--- config.mk ---
export PLATFORM = sky130hd
export DESIGN_NAME = zebra_stop_filter
export DESIGN_NICKNAME = d
export VERILOG_FILES = /design/src/rtl/zebra_stop_filter.sv
export SDC_FILE = /design/constraint.sdc
export NUM_CORES = 1
export LEC_CHECK = 0
export ABC_AREA = 1
export BUFFER_PORTS_ARGS = -buffer_cell sky130_fd_sc_hd__buf_2
export CORE_AREA = 2 2 95 97
export DETAILED_ROUTE_END_ITERATION = 8
export DIE_AREA = 0 0 97 99
export PLACE_DENSITY = 0.65
export RECOVER_POWER = 25
export SLEW_MARGIN = 40
export SYNTH_ARGS = -nofsm -noshare
export SYNTH_HDL_FRONTEND = slang
export SYNTH_SLANG_ARGS = --single-unit
--- constraint.sdc ---
create_clock -name clk -period 2 [get_ports clk]
set_clock_uncertainty 0.2 [all_clocks]
set_input_delay 0.2 -clock clk [delete_from_list [all_inputs] [get_ports clk]]
set_output_delay 0.2 -clock clk [all_outputs]
set_load 0.05 [all_outputs]
--- src/rtl/zebra_stop_filter.sv ---
// zebra_stop_filter
// Temporal hysteresis between the per-frame zebra verdict and the stop request.
// A verdict is the rising edge of detection_valid, so a level held for many
// cycles counts once. Stop asserts after ON_FRAMES consecutive positives. It is
// held for at least HOLD_FRAMES verdicts. It releases after OFF_FRAMES
// consecutive negatives. A missing verdict stream (stale) forces stop high.
//
// state     | meaning
// ----------+-----------------------------------------------------------
// S_CLEAR   | no crossing, stop low
// S_CONFIRM | positives accumulating toward ON_FRAMES, stop still low
// S_STOP    | stop high, hold_cnt counts verdicts toward HOLD_FRAMES
// S_RELEASE | stop high, negatives accumulating toward OFF_FRAMES
module zebra_stop_filter #(
    parameter int ON_FRAMES   = 3,
    parameter int OFF_FRAMES  = 5,
    parameter int HOLD_FRAMES = 10,
    parameter int TIMEOUT_CYC = 2000000
) (
    input  logic        clk,
    input  logic        rst_n,
    input  logic        detection_valid,
    input  logic        crossing_detected,
    input  logic        flush,
    output logic        stop,
    output logic        stop_pulse,
    output logic        stale,
    output logic [1:0]  state,
    output logic [15:0] verdict_count
);

    // Counter widths are guarded so a parameter of 0 still yields a 1-bit counter.
    localparam int ON_W   = (ON_FRAMES   < 1) ? 1 : $clog2(ON_FRAMES + 1);
    localparam int OFF_W  = (OFF_FRAMES  < 1) ? 1 : $clog2(OFF_FRAMES + 1);
    localparam int HOLD_W = (HOLD_FRAMES < 1) ? 1 : $clog2(HOLD_FRAMES + 1);
    localparam int IDLE_W = (TIMEOUT_CYC < 1) ? 1 : $clog2(TIMEOUT_CYC + 1);

    localparam logic [ON_W-1:0]   ON_MAX   = ON_W'(ON_FRAMES);
    localparam logic [OFF_W-1:0]  OFF_MAX  = OFF_W'(OFF_FRAMES);
    localparam logic [HOLD_W-1:0] HOLD_MAX = HOLD_W'(HOLD_FRAMES);
    localparam logic [IDLE_W-1:0] IDLE_MAX = IDLE_W'(TIMEOUT_CYC);

    localparam bit ON_SINGLE  = (ON_FRAMES == 1);
    localparam bit OFF_SINGLE = (OFF_FRAMES == 1);

    typedef enum logic [1:0] {
        S_CLEAR   = 2'd0,
        S_CONFIRM = 2'd1,
        S_STOP    = 2'd2,
        S_RELEASE = 2'd3
    } state_t;

    state_t            state_q;
    state_t            state_nxt;
    logic              dv_q;
    logic [ON_W-1:0]   pos_cnt;
    logic [ON_W-1:0]   pos_nxt;
    logic [OFF_W-1:0]  neg_cnt;
    logic [OFF_W-1:0]  neg_nxt;
    logic [HOLD_W-1:0] hold_cnt;
    logic [HOLD_W-1:0] hold_nxt;
    logic [IDLE_W-1:0] idle_cnt;
    logic [IDLE_W-1:0] idle_nxt;
    logic [15:0]       vcnt_nxt;
    logic              stale_nxt;
    logic              stop_nxt;

    logic              ev;
    logic              pos;
    logic              neg;
    logic [ON_W-1:0]   pos_inc;
    logic [OFF_W-1:0]  neg_inc;
    logic [HOLD_W-1:0] hold_inc;

    assign ev  = detection_valid & ~dv_q;
    assign pos = ev & crossing_detected;
    assign neg = ev & ~crossing_detected;

    assign pos_inc  = (pos_cnt  == ON_MAX)   ? pos_cnt  : pos_cnt  + ON_W'(1);
    assign neg_inc  = (neg_cnt  == OFF_MAX)  ? neg_cnt  : neg_cnt  + OFF_W'(1);
    assign hold_inc = (hold_cnt == HOLD_MAX) ? hold_cnt : hold_cnt + HOLD_W'(1);

    assign state = state_q;

    // Next-state and counter update: flush beats a verdict, a verdict beats the watchdog.
    always_comb begin
        state_nxt = state_q;
        pos_nxt   = pos_cnt;
        neg_nxt   = neg_cnt;
        hold_nxt  = hold_cnt;
        idle_nxt  = idle_cnt;
        stale_nxt = stale;
        vcnt_nxt  = verdict_count;

        if (flush) begin
            state_nxt = S_CLEAR;
            pos_nxt   = '0;
            neg_nxt   = '0;
            hold_nxt  = '0;
            idle_nxt  = '0;
            stale_nxt = 1'b0;
            vcnt_nxt  = '0;
        end else if (ev) begin
            stale_nxt = 1'b0;
            idle_nxt  = '0;
            if (verdict_count != 16'hFFFF) begin
                vcnt_nxt = verdict_count + 16'd1;
            end
            case (state_q)
                S_CLEAR: begin
                    if (pos) begin
                        pos_nxt  = ON_W'(1);
                        hold_nxt = '0;
                        state_nxt = ON_SINGLE ? S_STOP : S_CONFIRM;
                    end
                end
                S_CONFIRM: begin
                    if (pos) begin
                        pos_nxt = pos_inc;
                        if (pos_inc >= ON_MAX) begin
                            state_nxt = S_STOP;
                            hold_nxt  = '0;
                        end
                    end else begin
                        state_nxt = S_CLEAR;
                        pos_nxt   = '0;
                    end
                end
                S_STOP: begin
                    hold_nxt = hold_inc;
                    // The hold check uses the count before this verdict is added.
                    if (neg && (hold_cnt >= HOLD_MAX)) begin
                        if (OFF_SINGLE) begin
                            state_nxt = S_CLEAR;
                            pos_nxt   = '0;
                            neg_nxt   = '0;
                            hold_nxt  = '0;
                        end else begin
                            state_nxt = S_RELEASE;
                            neg_nxt   = OFF_W'(1);
                        end
                    end
                end
                S_RELEASE: begin
                    if (neg) begin
                        if (neg_inc >= OFF_MAX) begin
                            state_nxt = S_CLEAR;
                            pos_nxt   = '0;
                            neg_nxt   = '0;
                            hold_nxt  = '0;
                        end else begin
                            neg_nxt = neg_inc;
                        end
                    end else begin
                        // A positive aborts the release; hold_cnt is kept so an
                        // already satisfied hold does not restart.
                        state_nxt = S_STOP;
                        neg_nxt   = '0;
                    end
                end
                default: begin
                    state_nxt = S_CLEAR;
                end
            endcase
        end else if (idle_cnt != IDLE_MAX) begin
            idle_nxt = idle_cnt + IDLE_W'(1);
            // The watchdog fires once, on the cycle the idle count reaches its limit.
            if (idle_nxt == IDLE_MAX) begin
                stale_nxt = 1'b1;
                state_nxt = S_STOP;
                hold_nxt  = '0;
                neg_nxt   = '0;
            end
        end

        stop_nxt = (state_nxt == S_STOP) || (state_nxt == S_RELEASE) || stale_nxt;
    end

    // FSM state register.
    always_ff @(posedge clk or negedge rst_n) begin
        if (!rst_n) begin
            state_q <= S_CLEAR;
        end else begin
            state_q <= state_nxt;
        end
    end

    // Counters, edge detector and registered outputs.
    always_ff @(posedge clk or negedge rst_n) begin
        if (!rst_n) begin
            dv_q          <= 1'b0;
            pos_cnt       <= '0;
            neg_cnt       <= '0;
            hold_cnt      <= '0;
            idle_cnt      <= '0;
            stale         <= 1'b0;
            stop          <= 1'b0;
            stop_pulse    <= 1'b0;
            verdict_count <= '0;
        end else begin
            dv_q          <= detection_valid;
            pos_cnt       <= pos_nxt;
            neg_cnt       <= neg_nxt;
            hold_cnt      <= hold_nxt;
            idle_cnt      <= idle_nxt;
            stale         <= stale_nxt;
            stop          <= stop_nxt;
            stop_pulse    <= stop_nxt & ~stop;
            verdict_count <= vcnt_nxt;
        end
    end

endmodule
==> results of run 1 <==
-- cells by family after synthesis --
| family | Yosys count | share of synthesized area |
|---|---|---|
| simple gates | 256 | 0.353 |
| compound gates | 71 | 0.128 |
| buf+inv | 66 | 0.0743 |
| flops | 52 | 0.390 |
| fa+ha+maj | 12 | 0.0450 |
| xor+xnor | 4 | 0.0105 |
-- layer usage --
| metal | global-route usage | part of all wire | vias to the layer above |
|---|---|---|---|
| met4 | 0.0585 | 0.017 | 0 |
| met2 | 0.340 | 0.52 | 86 |
| li1 | - | - | 1770 |
| met3 | 0.0277 | 0.045 | 14 |
| met5 | 0 | 0 | - |
| met1 | 0.256 | 0.42 | 1659 |
-- placed cells by master, fill, tap and decap left out, types with 4 or more instances in the layout --
| master | instances |
|---|---|
| nor2_2 | 8 |
| o21ai_2 | 8 |
| nand4_1 | 10 |
| inv_1 | 58 |
| nand2_4 | 11 |
| nor3_2 | 5 |
| buf_2 | 26 |
| nor3_1 | 4 |
| nand2_1 | 88 |
| nand2_2 | 28 |
| nor2_1 | 42 |
| o21ai_1 | 6 |
| ha_1 | 8 |
| dfrtp_2 | 16 |
| nand3_2 | 6 |
| nand3_1 | 23 |
| dfrtp_1 | 36 |
| nand2_8 | 4 |
| o21ai_0 | 12 |
| buf_6 | 4 |
| nor2_4 | 14 |
| nor4_1 | 4 |
| clkbuf_8 | 5 |
| buf_4 | 86 |
| a21oi_1 | 24 |
-- per-stage QoR --
stage	setup TNS (ps)	worst slack (ps)	power [mW]
after floorplan	-379	-42.2	1.28
after global placement	-2200	-214	1.41
after detailed placement	-2650	-244	1.41
after CTS	-2160	-231	2.10
after global routing	-5190	-379	2.21
final	-2890	-284	2.13
-- power breakdown --
| part | leakage [nW] | switching, mW | internal (mW) | total [mW] |
|---|---|---|---|---|
| sequential | 0.694 | 0.0246 | 1.07 | 1.10 |
| combinational | 1.52 | 0.212 | 0.128 | 0.340 |
| clock | 0.0511 | 0.425 | 0.266 | 0.691 |
-- state kept, by name, summed over array words and instances (netlist names) --
signal and flops:
state 2, stale 1, dv_q 1, neg_cnt 3, pos_cnt 2, verdict_count 16, stop 1, hold_cnt 4
idle_cnt 21, stop_pulse 1
-- timing repair --
action	4_1_cts	5_1_grt
endpoints found under the setup margin	17	40
gates resized for setup	17	94
hold buffers	3	0
gates cloned	0	1
pin swaps	7	28
setup buffers	2	11
hold endpoints to repair	54	0
-- final cells by class --
class	instances	share of cell area
clock inverters	3	0.00580
well taps	108	0.0272
clock buffers	5	0.0139
multi-input cells	343	0.450
inverters	63	0.0492
repair buffers	123	0.188
flip-flops and latches	52	0.266
-- worst register-to-register path: cells and delay by family (launching register included) --
kind / cells / cell delay, ps
and+or+nand+nor: 9 / 1320
AOI/OAI and AO/OA: 2 / 210
DFF: 1 / 460
-- worst max path at each step --
stage,slack [ps],end,cells past startpoint
final,-280,hold_cnt[1],11
after global placement,-210,hold_cnt[1],15
after CTS,-230,hold_cnt[3],14
after detailed placement,-240,neg_cnt[2],12
after floorplan,-40,verdict_count[15],14
after global routing,-380,neg_cnt[2],14
==> flow_metrics.env, run 1 <==
export IMPL_yosysUniqueCellTypes=37
export IMPL_max_slew_margin_rel=0.195
export IMPL_vias_per_cell=5.06
export IMPL_yosysWarnings=0
export IMPL_cts_buffers=5
export IMPL_crit_buf_inv=0
export IMPL_cts_buffer_depth=2
export IMPL_globalRouteOverflowTotal=0
export IMPL_worstHoldPathCells=2
export IMPL_place_congestion=1.00
export IMPL_crit_chain="nand2_1 -> nor2_2 -> nand2_1 -> o21ai_2 -> nand2_2 -> nor3_4 -> nand3_4 -> nand2_8 -> nand2_8 -> nand2_2 -> o21ai_2"
export IMPL_cts_root_buffer="clkbuf_8"
export IMPL_drt_pass1_iterations=4
export IMPL_port_buffers=25
export IMPL_drv_cap=0
export IMPL_initialDrtViolationCount=195
export IMPL_hold_ws_ps=95.6
export IMPL_min_to="verdict_count[13]"
export IMPL_register_area_sq_um=1320
export IMPL_synth_most_common_cell="nand2_1"
export IMPL_cp_arrival_ps=2300
export IMPL_post_route_cell_area_sq_um=4960
export IMPL_fin_nets=605
export IMPL_antenna_found_initial=0
export IMPL_critPathMaxStageDelay_ps=460
export IMPL_r2r_start="idle_cnt[8]"
export IMPL_dpl_cell_area_sq_um=4310
export IMPL_regToRegEndpoint="hold_cnt[1]"
export IMPL_run_status="finished, violations left"
export IMPL_fmax_mhz=438
export IMPL_drc=0
export IMPL_clock_sinks=52
export IMPL_max_slew_worst_pin_slew_ps=1210
export IMPL_critPathRequiredTime_ps=2020
export IMPL_final_cells=697
export IMPL_async_reset_ff_frac=1.00
export IMPL_die_area_sq_um=9600
export IMPL_grt_max_degree=53
export IMPL_die_h_um=99
export IMPL_yosys_area_top_type_share=0.390
export IMPL_synth_nets=478
export IMPL_max_vdd_ir_drop_uv=371
export IMPL_power_density_nw_per_um2=429
export IMPL_power_leakage_nw=2.26
export IMPL_ant_nets=0
export IMPL_rows=34
export IMPL_hold_class="primary input to flip-flop"
export IMPL_finalHoldViolations=0
export IMPL_slew_violations=0
export IMPL_core_area_sq_um=8550
export IMPL_h_tree_depth=2
export IMPL_io_pins=26
export IMPL_critPathLaunchType="flip-flop"
export IMPL_ys_top_cells_by_area="dfrtp_1, nand2_1, inv_1"
export IMPL_critPathTopFamily="simple AND/OR/NAND/NOR gates"
export IMPL_cts_tree="yes"
export IMPL_slowest_stage="dfrtp_1"
export IMPL_rsz0062_at_grt="true"
export IMPL_r2r_slack_ps=-280
export IMPL_setup_slack_ps=-284
export IMPL_clock_latency_ps=320
export IMPL_crit_fanout=8
export IMPL_ys_flop_type="dfrtp_1"
export IMPL_worst_r2r_cell_count=11
export IMPL_dp_hpwl_um=6920
export IMPL_seq_area_frac_synth=0.390
export IMPL_drt_total_wl_um=9900
export IMPL_synth_edff_count=0
export IMPL_start_util=0.390
export IMPL_multiInputGateArea_sq_um=2230
export IMPL_num_vias=3529
export IMPL_worstSetupPathType="flip-flop to flip-flop"
export IMPL_num_antenna_cells=0
export IMPL_place_inst=672
export IMPL_violations="negative setup slack"
export IMPL_final_core_util=0.580
export IMPL_syn_to_final_growth_pct=48.8
export IMPL_min_period_over_period=1.14
export IMPL_hold_start="flush"
export IMPL_synth_top_cell_by_area="dfrtp_1"
export IMPL_min_period_ps=2280
export IMPL_ys_top_cells_by_count="nand2_1, inv_1, nor2_1"
export IMPL_grtUsageTotal=0.196
export IMPL_synth_area_per_cell_sq_um=7.24
export IMPL_end_kind="flip-flop"
export IMPL_cp_startpoint="idle_cnt[8]"
export IMPL_fillers=755
export IMPL_drive_gt1_frac=0.428
export IMPL_wl_per_cell_um=14.2
export IMPL_syn_area_sq_um=3340
export IMPL_setup_viol=13
export IMPL_grt_pass1_wl_um=15700
export IMPL_grt_pass1_vias=3438
export IMPL_clkTransAtPathRegs_ps=120
export IMPL_synth_cells=461
export IMPL_chipWidth_um=97
export IMPL_ys_ff_latch=52
Note: power is estimated with default switching activity, not from simulation.
==> inputs of run 2 (changes only) <==
- PLACE_DENSITY: 0.65 -> unset
- PLACE_DENSITY_LB_ADDON: unset -> 0.12
==> run 2 against run 1 <==
Against the previous run:
- first-iteration DRC count down 46%
- largest cell class unchanged
- largest power group unchanged
- sequential power barely moved
- cell count increased by 1.7%
- the run still ends with negative setup slack left
- highest routed layer unchanged
==> flow_metrics.env, run 2 (synthesized netlist as in run 1, its figures left out) <==
export IMPL_min_period_over_period=1.11
export IMPL_cts_buffer_depth=2
export IMPL_start_util=0.390
export IMPL_multiInputGateArea_sq_um=2150
export IMPL_antenna_found_initial=0
export IMPL_regMostFlops="idle_cnt"
export IMPL_drv_cap=0
export IMPL_swShare=0.265
export IMPL_cts_root_buffer="clkbuf_8"
export IMPL_max_slew_margin_rel=0.215
export IMPL_critPathLaunchType="flip-flop"
export IMPL_worst_path_stages=15
export IMPL_vias_per_cell=4.88
export IMPL_clkTransAtPathRegs_ps=100
export IMPL_clock_sinks=52
export IMPL_dpl_cell_area_sq_um=4350
export IMPL_final_common_cell="buf_4"
export IMPL_drive_gt1_frac=0.431
export IMPL_wl_per_cell_um=13.3
export IMPL_rsz0062_at_grt="true"
export IMPL_critPathTopFamily="simple AND/OR/NAND/NOR gates"
export IMPL_power_internal_mw=1.69
export IMPL_critPathMaxStageDelay_ps=420
export IMPL_max_vdd_ir_drop_uv=484
export IMPL_power_switching_mw=0.613
export IMPL_worstSetupPathType="flip-flop to flip-flop"
export IMPL_mostFrequentLayoutCells="buf_4, nand2_1, inv_1"
export IMPL_worstHoldPathCells=4
export IMPL_drt_total_wl_um=9440
export IMPL_die_area_sq_um=9600
export IMPL_largest_register_ff_count=21
export IMPL_critPathRequiredTime_ps=2040
export IMPL_post_route_cell_area_sq_um=4960
export IMPL_dp_hpwl_um=6770
export IMPL_register_area_sq_um=1320
export IMPL_run_status="finished, violations left"
export IMPL_initialDrtViolationCount=106
export IMPL_drc=0
export IMPL_crit_buf_inv=3
export IMPL_power_density_nw_per_um2=465
export IMPL_fin_nets=617
export IMPL_finalHoldViolations=0
export IMPL_power_leakage_nw=2.33
export IMPL_hold_class="primary input to flip-flop"
export IMPL_port_buffers=25
export IMPL_slew_violations=0
export IMPL_fillers=798
export IMPL_power_frac_comb=0.136
export IMPL_cts_tree="yes"
export IMPL_max_slew_worst_pin_slew_ps=1180
export IMPL_reg_top3="idle_cnt x21, verdict_count x16, hold_cnt x4"
export IMPL_grtUsageTotal=0.192
export IMPL_syn_to_final_growth_pct=48.7
export IMPL_cts_buffers=5
export IMPL_globalRouteOverflowTotal=0
export IMPL_final_core_util=0.580
export IMPL_min_period_ps=2230
export IMPL_grt_pass1_wl_um=15300
export IMPL_clock_latency_ps=310
export IMPL_hold_ws_ps=21.2
export IMPL_violations="negative setup slack"
export IMPL_cp_arrival_ps=2270
export IMPL_grt_pass1_vias=3387
export IMPL_pwr_share_seq=0.478
export IMPL_io_pins=26
export IMPL_chipWidth_um=97
export IMPL_die_h_um=99
export IMPL_setup_viol=12
export IMPL_crit_fanout=5
export IMPL_num_vias=3463
export IMPL_num_antenna_cells=0
export IMPL_setup_slack_ps=-225
export IMPL_place_congestion=0.914
export IMPL_drt_pass1_iterations=4
export IMPL_worst_r2r_cell_count=15
export IMPL_slowest_stage="dfrtp_1"
export IMPL_power_frac_clock=0.385
export IMPL_ant_nets=0
export IMPL_grt_max_degree=53
export IMPL_crit_chain="ha_4 -> nand3_4 -> inv_6 -> nand2_8 -> nor2_4 -> buf_6 -> nand2_2 -> nand2_2 -> nand2_1 -> nand2_1 -> nor2_2 -> nand3_2 -> nand2_4 -> buf_4 -> o21ai_2"
export IMPL_end_kind="flip-flop"
export IMPL_fmax_mhz=449
export IMPL_h_tree_depth=2
export IMPL_core_area_sq_um=8550
export IMPL_rows=34
[run 2: layer usage]
layer	wire, um	part of all wire	vias to the layer above	GRT usage
li1	-	-	1784	-
met1	4410	0.47	1618	0.248
met5	0	0	-	0
met2	4660	0.49	49	0.339
met4	159	0.017	0	0.0520
met3	205	0.022	12	0.0255
[run 2: tightest hold or removal path: stages]
cell	delay (ps)
buf_2	120
nor4_1	60
nand2_1	70
o21ai_2	60
[run 2: through the flow]
step                      setup slack, ps  power (mW)  instances  TNS, ps
after floorplan                     -42.2        1.28        461     -379
after global placement               -305        1.40        678    -3090
after detailed placement             -316        1.41        678    -3280
after CTS                            -201        2.32        699    -1800
after global routing                 -346        2.40        709    -4970
final                                -225        2.31        709    -2250
[run 2: final cells by class]
cell class,instances,area share
clock buffer,5,0.0139
clock inverter,3,0.0139
inverter,63,0.0487
multi-input combinational,343,0.434
sequential,52,0.266
tap,108,0.0272
timing repair buffer,135,0.196
[run 2: worst paths after layout]
path / start / to / slack (ps)
setup / recovery: idle_cnt[0] / state[0] / -230
hold / removal: crossing_detected / neg_cnt[1] / 20
setup reg to reg: idle_cnt[0] / state[0] / -230
hold reg to reg: stop / stop_pulse / 290
max in group asynchronous: rst_n / verdict_count[7] / 260
min in group asynchronous: rst_n / idle_cnt[4] / 550
[run 2: timing repair]
item / CTS / global route
gates resized for setup: 36 / 55
endpoints found under the hold margin: 53 / 0
hold buffers: 2 / 0
pin swaps: 23 / 32
setup buffers: 11 / 11
endpoints found under the setup margin: 18 / 38
[run 2: power groups by stage]
stage	logic, mW	clock network, mW	registers [mW]
global route	0.342	0.947	1.11
floorplan	0.103	0	1.17
global placement	0.281	0	1.12
CTS	0.303	0.913	1.10
detailed placement	0.286	0	1.12
finish	0.314	0.889	1.10
==> inputs of run 3 (changes only) <==
- ABC_AREA: 1 -> unset
- CORE_AREA: 2 2 95 97 -> 2 2 94 96
- DIE_AREA: 0 0 97 99 -> 0 0 96 98
- PLACE_DENSITY_LB_ADDON: 0.12 -> 0.1
- clock period: 2 -> 2.4 ns (I/O delays scaled with it)
==> run 3 against run 2 <==
Against the previous run:
- the flow now finishes without violations
- wire length is 17% lower
- sequential cell count unchanged
- cell count decreased by 22%
- count of clock-buffer cells in the layout unchanged
- critical path depth shrank 6
- utilization down 9.4 points
- total power is 29% lower
- die area fell by 2.0%
==> flow_metrics.env, run 3 <==
export IMPL_setup_viol=0
export IMPL_cts_root_buffer="clkbuf_8"
export IMPL_antenna_found_initial=0
export IMPL_met2_usage=0.276
export IMPL_chipWidth_um=96
export IMPL_globalRouteOverflowTotal=0
export IMPL_synth_nets=381
export IMPL_grt_busiest_layer="met2"
export IMPL_power_frac_clock=0.333
export IMPL_synth_most_common_cell="nor2_1"
export IMPL_reg_top3="idle_cnt x21, verdict_count x16, hold_cnt x4"
export IMPL_regToRegEndpoint="stop"
export IMPL_synth_edff_count=0
export IMPL_die_h_um=98
export IMPL_place_congestion=0.850
export IMPL_async_reset_ff_frac=1.00
export IMPL_yosys_area_top_type_share=0.397
export IMPL_max_slew_margin_rel=0.251
export IMPL_rows=34
export IMPL_fmax_mhz=418
export IMPL_ys_top_cells_by_count="nor2_1, dfrtp_1, nand2_1"
export IMPL_cp_arrival_ps=2410
export IMPL_vias_per_cell=5.19
export IMPL_worstSetupPathType="flip-flop to flip-flop"
export IMPL_swShare=0.281
export IMPL_power_internal_mw=1.17
export IMPL_crit_fanout=8
export IMPL_synth_area_per_cell_sq_um=9.00
export IMPL_power_frac_comb=0.111
export IMPL_ant_nets=0
export IMPL_max_slew_worst_pin_slew_ps=1120
export IMPL_max_vdd_ir_drop_uv=183
export IMPL_core_area_sq_um=8470
export IMPL_ys_top_cells_by_area="dfrtp_1, nor2_1, ha_1"
export IMPL_yosysUniqueCellTypes=60
export IMPL_critPathRequiredTime_ps=2420
export IMPL_rsz0062_at_grt="true"
export IMPL_clkTransAtPathRegs_ps=110
export IMPL_start_util=0.387
export IMPL_worstHoldPathCells=4
export IMPL_final_cells=550
export IMPL_run_status="completed"
export IMPL_critPathLaunchType="flip-flop"
export IMPL_finalHoldViolations=0
export IMPL_grt_pass1_wl_um=13400
export IMPL_final_common_cell="buf_4"
export IMPL_dp_slack_ps=-88.0
export IMPL_power_switching_mw=0.458
export IMPL_yosysWarnings=0
export IMPL_end_kind="flip-flop"
export IMPL_place_inst=527
export IMPL_syn_area_sq_um=3280
export IMPL_clock_sinks=52
export IMPL_grtUsageMet3=0.0332
export IMPL_grt_max_degree=35
export IMPL_initialDrtViolationCount=64
export IMPL_drv_cap=0
export IMPL_critPathMaxStageDelay_ps=420
export IMPL_ys_ff_latch=52
export IMPL_synth_top_cell_by_area="dfrtp_1"
export IMPL_cts_buffer_depth=2
export IMPL_port_buffers=25
export IMPL_fin_nets=458
export IMPL_crit_chain="ha_4 -> nand4_1 -> nor4_4 -> buf_4 -> a31oi_1 -> o22a_1 -> nand4_4 -> nand2_1 -> o31a_1"
export IMPL_slowest_stage="dfrtp_2"
export IMPL_grtUsageTotal=0.178
export IMPL_ys_flop_type="dfrtp_1"
export IMPL_slew_violations=0
export IMPL_power_density_nw_per_um2=396
export IMPL_drt_pass1_iterations=4
export IMPL_drive_gt1_frac=0.294
export IMPL_num_antenna_cells=0
export IMPL_num_vias=2853
export IMPL_min_period_ps=2390
export IMPL_met1_usage=0.256
export IMPL_wl_per_cell_um=14.3
export IMPL_min_period_over_period=0.996
export IMPL_seq_area_frac_synth=0.397
export IMPL_regMostFlops="idle_cnt"
export IMPL_setup_slack_ps=10.0
export IMPL_hold_class="primary input to flip-flop"
export IMPL_clock_latency_ps=320
export IMPL_dp_hpwl_um=5660
export IMPL_drc=0
export IMPL_cts_tree="yes"
export IMPL_syn_to_final_growth_pct=25.6
export IMPL_cts_buffers=5
export IMPL_die_area_sq_um=9410
export IMPL_grt_pass1_vias=2712
export IMPL_drt_total_wl_um=7870
export IMPL_hold_start="flush"
export IMPL_finalPower_mw=1.63
export IMPL_min_to="hold_cnt[0]"
export IMPL_synth_cells=364
export IMPL_h_tree_depth=2
export IMPL_io_pins=26
export IMPL_worst_r2r_cell_count=9
export IMPL_mostFrequentLayoutCells="buf_4, nor2_1, dfrtp_1"
export IMPL_largest_register_ff_count=21
export IMPL_pwr_share_seq=0.556
export IMPL_power_leakage_nw=1.80
export IMPL_r2r_slack_ps=10
export IMPL_r2r_start="idle_cnt[0]"
run 3: cell type report:
| type | instances | area, sq um |
|---|---|---|
| fillers | 814 | 4350 |
| multi-input cells | 280 | 1930 |
| flip-flops and latches | 52 | 1320 |
| repair buffers | 84 | 574 |
| well taps | 108 | 135 |
| clock buffers | 5 | 68.8 |
| inverters | 18 | 67.6 |
| clock inverters | 3 | 25.0 |
run 3: cell families (layout without fill, tap and decap cells):
| kind of cell | count (synthesis) | after routing | share of synthesized area |
|---|---|---|---|
| DFF | 52 | 52 | 0.397 |
| xor gates and xnor gates | 31 | 31 | 0.0829 |
| AOI/OAI and AO/OA | 64 | 64 | 0.137 |
| buffers and inverters | 32 | 110 | 0.0386 |
| and+or+nand+nor | 171 | 171 | 0.293 |
| muxes | 2 | 2 | 0.00611 |
| adders and majority gates | 12 | 12 | 0.0458 |
run 3: metrics by stage:
step | hold WS (ps) | utilization | area (sq um) | setup TNS, ps
floorplan | -256 | - | 3300 | -154
global placement | 35.4 | 0.454 | 3850 | -31.8
detailed placement | 44.3 | 0.454 | 3850 | -238
CTS | 128 | 0.475 | 4020 | -6.21
global route | 193 | 0.486 | 4120 | -920
finish | 142 | 0.486 | 4120 | 0
run 3: timing repair:
action,CTS,global route
setup endpoints to repair,7,18
pin swaps,2,7
gates resized for setup,7,13
buffers inserted,5,8
hold endpoints to repair,19,0
hold buffers,2,0
run 3: power groups by stage:
stage	clock, mW	combinational [mW]	sequential, mW
after global placement	0	0.171	0.922
final	0.542	0.180	0.905
after detailed placement	0	0.172	0.923
after floorplan	0	0.0765	0.941
after global routing	0.607	0.202	0.908
after CTS	0.568	0.176	0.906
run 3: worst max path at each step:
stage / start / to / slack (ps) / cells past startpoint
final: idle_cnt[0] / stop / 10 / 9
after global routing: idle_cnt[0] / stop / -120 / 9
after CTS: idle_cnt[1] / hold_cnt[1] / -6 / 9
after detailed placement: idle_cnt[1] / hold_cnt[1] / -90 / 8
after global placement: idle_cnt[1] / hold_cnt[1] / -20 / 9
after floorplan: idle_cnt[0] / hold_cnt[1] / -40 / 8
run 3: per-layer routing:
layer / vias to the layer above / wire (um) / share of wire
met3: 9 / 215 / 0.027
li1: 1441 / - / -
met5: - / 0 / 0
met2: 34 / 3800 / 0.48
met1: 1369 / 3730 / 0.47
met4: 0 / 119 / 0.015
run 3: critical path: cells and delay by family (launching register included):
kind / cells / cell delay (ps)
AOI/OAI and AO/OA: 3 / 590
DFF: 1 / 420
adders and majority gates: 1 / 150
and+or+nand+nor: 4 / 760
buffers and inverters: 1 / 180
